`src/rtl/program_sequencer.sv`:
```
// Program sequencer: fetches opcodes from a synchronous program ROM and issues
// each one to the control unit for ISSUE_CYCLES cycles, with hold, skip and halt.
module program_sequencer #(
   parameter logic [3:0] NOP_CODE     = 4'b1111,
   parameter int         ISSUE_CYCLES = 2
) (
   input  logic        clk,
   input  logic        rstN,
   input  logic        start,
   input  logic [7:0]  startAddr,
   input  logic        hold,
   output logic [7:0]  pcAddr,
   input  logic [7:0]  romData,
   output logic [3:0]  opCode,
   output logic        busy,
   output logic        halted,
   output logic [15:0] instrCount
);

   localparam logic [2:0] IDLE   = 3'd0;
   localparam logic [2:0] FETCH  = 3'd1;
   localparam logic [2:0] DECODE = 3'd2;
   localparam logic [2:0] EXEC   = 3'd3;
   localparam logic [2:0] HALT   = 3'd4;

   localparam logic [3:0] LAST_CNT = 4'(ISSUE_CYCLES - 1);

   logic [2:0] state;
   logic [3:0] instrReg;
   logic [3:0] execCnt;
   logic [3:0] romOp;
   logic       unusedBits;

   assign romOp      = romData[7:4];
   assign unusedBits = ^romData[3:0];

   always_ff @(posedge clk) begin
      if (!rstN) begin
         state      <= IDLE;
         pcAddr     <= 8'h00;
         instrReg   <= NOP_CODE;
         execCnt    <= 4'd0;
         instrCount <= 16'h0000;
      end else if (!hold) begin
         case (state)
            IDLE, HALT: begin
               if (start) begin
                  pcAddr     <= startAddr;
                  instrCount <= 16'h0000;
                  state      <= FETCH;
               end
            end
            FETCH: state <= DECODE;
            DECODE: begin
               instrReg <= romOp;
               if (romOp == 4'b1111) begin
                  state <= HALT;
               end else if (romOp >= 4'b1011) begin
                  // Reserved opcodes are skipped without being issued or counted
                  pcAddr <= pcAddr + 8'd1;
                  state  <= FETCH;
               end else begin
                  execCnt <= 4'd0;
                  state   <= EXEC;
                  if (instrCount != 16'hFFFF)
                     instrCount <= instrCount + 16'd1;
               end
            end
            EXEC: begin
               execCnt <= execCnt + 4'd1;
               if (execCnt == LAST_CNT) begin
                  pcAddr <= pcAddr + 8'd1;
                  state  <= FETCH;
               end
            end
            default: state <= IDLE;
         endcase
      end
   end

   // Hold masks the issued opcode immediately, without waiting for a clock edge
   assign opCode = (state == EXEC && !hold) ? instrReg : NOP_CODE;
   assign busy   = (state == FETCH) || (state == DECODE) || (state == EXEC);
   assign halted = (state == HALT);

endmodule
```
`config.mk`:
```
export PLATFORM = sky130hd
export DESIGN_NAME = program_sequencer
export DESIGN_NICKNAME = d
export VERILOG_FILES = /design/src/rtl/program_sequencer.sv
export SDC_FILE = /design/constraint.sdc
export NUM_CORES = 1
export LEC_CHECK = 0
export CAP_MARGIN = 25
export CORE_MARGIN = 4
export CORE_UTILIZATION = 36
export CTS_CLUSTER_DIAMETER = 120
export DETAILED_ROUTE_END_ITERATION = 10
export PLACE_DENSITY = 0.73
export SLEW_MARGIN = 20
export SYNTH_ARGS = -nofsm -noshare
export SYNTH_HDL_FRONTEND = slang
export SYNTH_SLANG_ARGS = --single-unit
```
`constraint.sdc`:
```
create_clock -name clk -period 2.63 [get_ports clk]
set_clock_uncertainty 0.05 [all_clocks]
set_input_delay 0.3945 -clock clk [delete_from_list [all_inputs] [get_ports clk]]
set_output_delay 0.3945 -clock clk [all_outputs]
set_load 0.05 [all_outputs]
```
==> results_dict.tcl <==
set metrics [dict create \
    synth_top_cell_area_share_pct 33.8 \
    ioPinCount 50 \
    hold-path-cell-count 2 \
    critical_path.n_buffers_inverters 1 \
    synthesis.yosys.warnings 0 \
    post_route_setup_tns_ns 0 \
    grtUsageTotal_pct 16.0 \
    tritoncts "built" \
    dr_total_vias 2150 \
    run_status "finished clean" \
    area_of_all_placed_cells_without_fillers_um2 2710 \
    dr.pass1.iters 4 \
    worst_ep_required_time_ns 2.19 \
    cp_top_family "simple AND/OR/NAND/NOR gates" \
    drc_errors 0 \
    cts-hold-fix-buffers 0 \
    die-height_um 83.8 \
    crit_path_max_fanout 12 \
    gp_routability_congestion 0.877 \
    clkTransAtPathRegs_ns 0.07 \
    layout_min_cycle_time_ns 2.47 \
    timing.max_cap.violations 0 \
    yosys-top-cells-area "sky130_fd_sc_hd__dfxtp_1, sky130_fd_sc_hd__nand2_1, sky130_fd_sc_hd__nand3_1" \
    hpwl_um 3960 \
    timing.critical_path.depth 4 \
    end_kind "primary output" \
    cts.path.max_buffers 2 \
    io_buffers 45 \
    grt_start_max_net_pins 17 \
    report.final.slew_viol_count 0 \
    highest_layer "met4" \
    wl_met3_um 345 \
    setup_slack_ns 0.165 \
    clock_tree.htree_level_count 2 \
    tcrit_tclk_final_pct 93.7 \
    worst_path_largest_cell_delay_ns 0.55 \
    final_layout_size_suffix_gt1_share_pct 11.3 \
    drt-vias-per-instance 5.63 \
    worstHoldPathType "register to register" \
    synth_top_flop_cell "sky130_fd_sc_hd__dfxtp_1" \
    wl_met2_um 2520 \
    netlist_area_um2 2070 \
    synth.lib_cells_used.distinct 52 \
    worst-setup-path-type "register to primary output" \
    tightestPinTransition_ns 0.725 \
    clock-sinks 35 \
    postCtsSetupRepairBufs 0 \
    initial_utilization_pct 37.4 \
    drt.antenna.violating_nets 0 \
    synth-edff-count 0 \
    largest_vdd_supply_drop_v 0.000257 \
    p_per_area_nw_per_um2 464 \
    first_global_vias 2071 \
    post_synth.cell_area_avg_um2 8.00 \
    finish.net_count 333 \
    post_synth_inst_count 259 \
    r2r_cells 6 \
    place_worst_setup_slack_ns 0.0421 \
    setup_viol_count_final 0 \
    nFillCells 559 \
    drtIter0Drc 157 \
    clk_root_buffer_cell "sky130_fd_sc_hd__clkbuf_8" \
    worstPathArrival_ns 2.02 \
    postPlaceCellArea_um2 2610 \
    antenna_found_initial 0 \
    synth_seq_cells 35 \
    finalNonFillerCells 382 \
    slew_headroom_pct 51.3 \
    die_x_um 83.8 \
    grt_setup_unrepaired "no" \
    power.leakage_nw 0.904 \
    seq_area_frac_synth_pct 33.8 \
    cts_repair_resize_count 0 \
    post_drt_wl_per_cell_um 14.3 \
    latest_clock_arrival_within_the_worst_skew_pair_ns 0.29 \
    finalHoldViolations 0 \
    fp-row-count 27 \
    grt-ovfl-total 0 \
    area_growth_pct 30.9 \
    antenna_cells 0 \
    floorplan.die_area_um2 7030 \
    coreArea_um2 5540 \
    critPathLaunchType "register" \
    dp.cells 374 \
    worstPathCellList "nor2b_1, nand2_1, or3_1, buf_4" \
    synth_top_area_cell "sky130_fd_sc_hd__dfxtp_1" \
    synth_async_sr_flop_share_pct 0 \
    synth.net_count 283 \
    fmax_mhz 406 \
    wirelength_um 5480 \
    m1WireLength_um 2580 \
    timing.critical_path.slowest_stage_cell "sky130_fd_sc_hd__dfxtp_1" \
    grt_pass1_wl_um 9450 \
    numCtsBuffers 5 \
]
[routing by layer]
| metal | track usage [%] | vias to the layer above |
|---|---|---|
| li1 | - | 1073 |
| met1 | 21.2 | 1005 |
| met2 | 25.7 | 67 |
| met3 | 3.65 | 5 |
| met4 | 4.97 | 0 |
| met5 | 0 | - |
[worst min-delay path: stages (launching register included)]
cell	delay [ns]
sky130_fd_sc_hd__dfxtp_1	0.33
sky130_fd_sc_hd__mux2i_1	0.06
sky130_fd_sc_hd__nand2_1	0.06
[registers in the layout, indices dropped and copies added, names as in the netlist]
signal and cells:
pcAddr 8, instrCount 16, instrReg 4, state 3, execCnt 4
[cells in the final DEF (no fill, tap or decap), types with 4 or more instances in the layout]
cell type / netlist / final
sky130_fd_sc_hd__clkdlybuf4s50_1: 0 / 41
sky130_fd_sc_hd__nand2_1: 37 / 37
sky130_fd_sc_hd__dfxtp_1: 35 / 35
sky130_fd_sc_hd__nand3_1: 17 / 17
sky130_fd_sc_hd__buf_4: 1 / 16
sky130_fd_sc_hd__a21oi_1: 15 / 15
sky130_fd_sc_hd__o21ai_0: 13 / 13
sky130_fd_sc_hd__nor2_1: 11 / 11
sky130_fd_sc_hd__nand4_1: 10 / 10
sky130_fd_sc_hd__o211ai_1: 9 / 9
sky130_fd_sc_hd__o31ai_1: 8 / 8
sky130_fd_sc_hd__nor3_1: 7 / 7
sky130_fd_sc_hd__clkbuf_8: 0 / 7
sky130_fd_sc_hd__and2_1: 6 / 6
sky130_fd_sc_hd__or3_1: 5 / 5
sky130_fd_sc_hd__a31oi_1: 5 / 5
sky130_fd_sc_hd__inv_1: 4 / 4
sky130_fd_sc_hd__nand2b_1: 4 / 4
sky130_fd_sc_hd__a211oi_1: 4 / 4
sky130_fd_sc_hd__a21boi_0: 4 / 4
sky130_fd_sc_hd__o21a_1: 4 / 4
sky130_fd_sc_hd__mux2i_1: 4 / 4
sky130_fd_sc_hd__ha_1: 4 / 4
[per-stage QoR]
step                      util (%)  hold slack, ns  power [mW]
after floorplan                  -           0.384       0.742
after detailed placement      47.1           0.406       0.833
after CTS                     48.9           0.425        1.27
after global routing          48.9           0.462        1.32
after global placement        47.1           0.398       0.828
final                         48.9           0.423        1.26
[cell usage after synthesis, types with 4 or more instances]
library cell / number
sky130_fd_sc_hd__nand2_1: 37
sky130_fd_sc_hd__dfxtp_1: 35
sky130_fd_sc_hd__nand3_1: 17
sky130_fd_sc_hd__a21oi_1: 15
sky130_fd_sc_hd__o21ai_0: 13
sky130_fd_sc_hd__nor2_1: 11
sky130_fd_sc_hd__nand4_1: 10
sky130_fd_sc_hd__o211ai_1: 9
sky130_fd_sc_hd__clkbuf_1: 8
sky130_fd_sc_hd__o31ai_1: 8
sky130_fd_sc_hd__nor3_1: 7
sky130_fd_sc_hd__and2_1: 6
sky130_fd_sc_hd__a31oi_1: 5
sky130_fd_sc_hd__or3_1: 5
sky130_fd_sc_hd__a211oi_1: 4
sky130_fd_sc_hd__a21boi_0: 4
sky130_fd_sc_hd__ha_1: 4
sky130_fd_sc_hd__inv_1: 4
sky130_fd_sc_hd__mux2i_1: 4
sky130_fd_sc_hd__nand2b_1: 4
sky130_fd_sc_hd__o21a_1: 4
[cell families (layout without fill, tap and decap cells)]
kind of cell	count (synthesis)	in the layout	share of synthesized area, %
simple gates	118	118	30.3
mux	4	4	1.93
fa+ha+maj	4	4	2.42
compound gates	80	80	26.8
buf+inv	18	69	4.65
flops	35	35	33.8
[layout make-up]
type	count	area, um^2	share of cell area (%)
timing repair buffer	57	531	19.6
tap	72	90.1	3.32
clock buffer	8	100	3.69
inverter	4	15.0	0.554
multi-input combinational	206	1270	47.0
sequential	35	701	25.9
[report_power, final]
| part | switching (mW) | internal, mW |
|---|---|---|
| Combinational | 0.152 | 0.102 |
| Sequential | 0.0238 | 0.546 |
| Clock | 0.196 | 0.239 |
[final timing paths]
check | to | slack, ns | startpoint
hold reg to reg | instrReg[1] | 0.42 | instrReg[1]
setup / recovery | opCode[2] | 0.16 | state[1]
setup reg to reg | instrCount[5] | 0.23 | instrCount[0]
hold / removal | instrReg[1] | 0.42 | instrReg[1]
No activity file was read; power rests on OpenSTA's default activity.
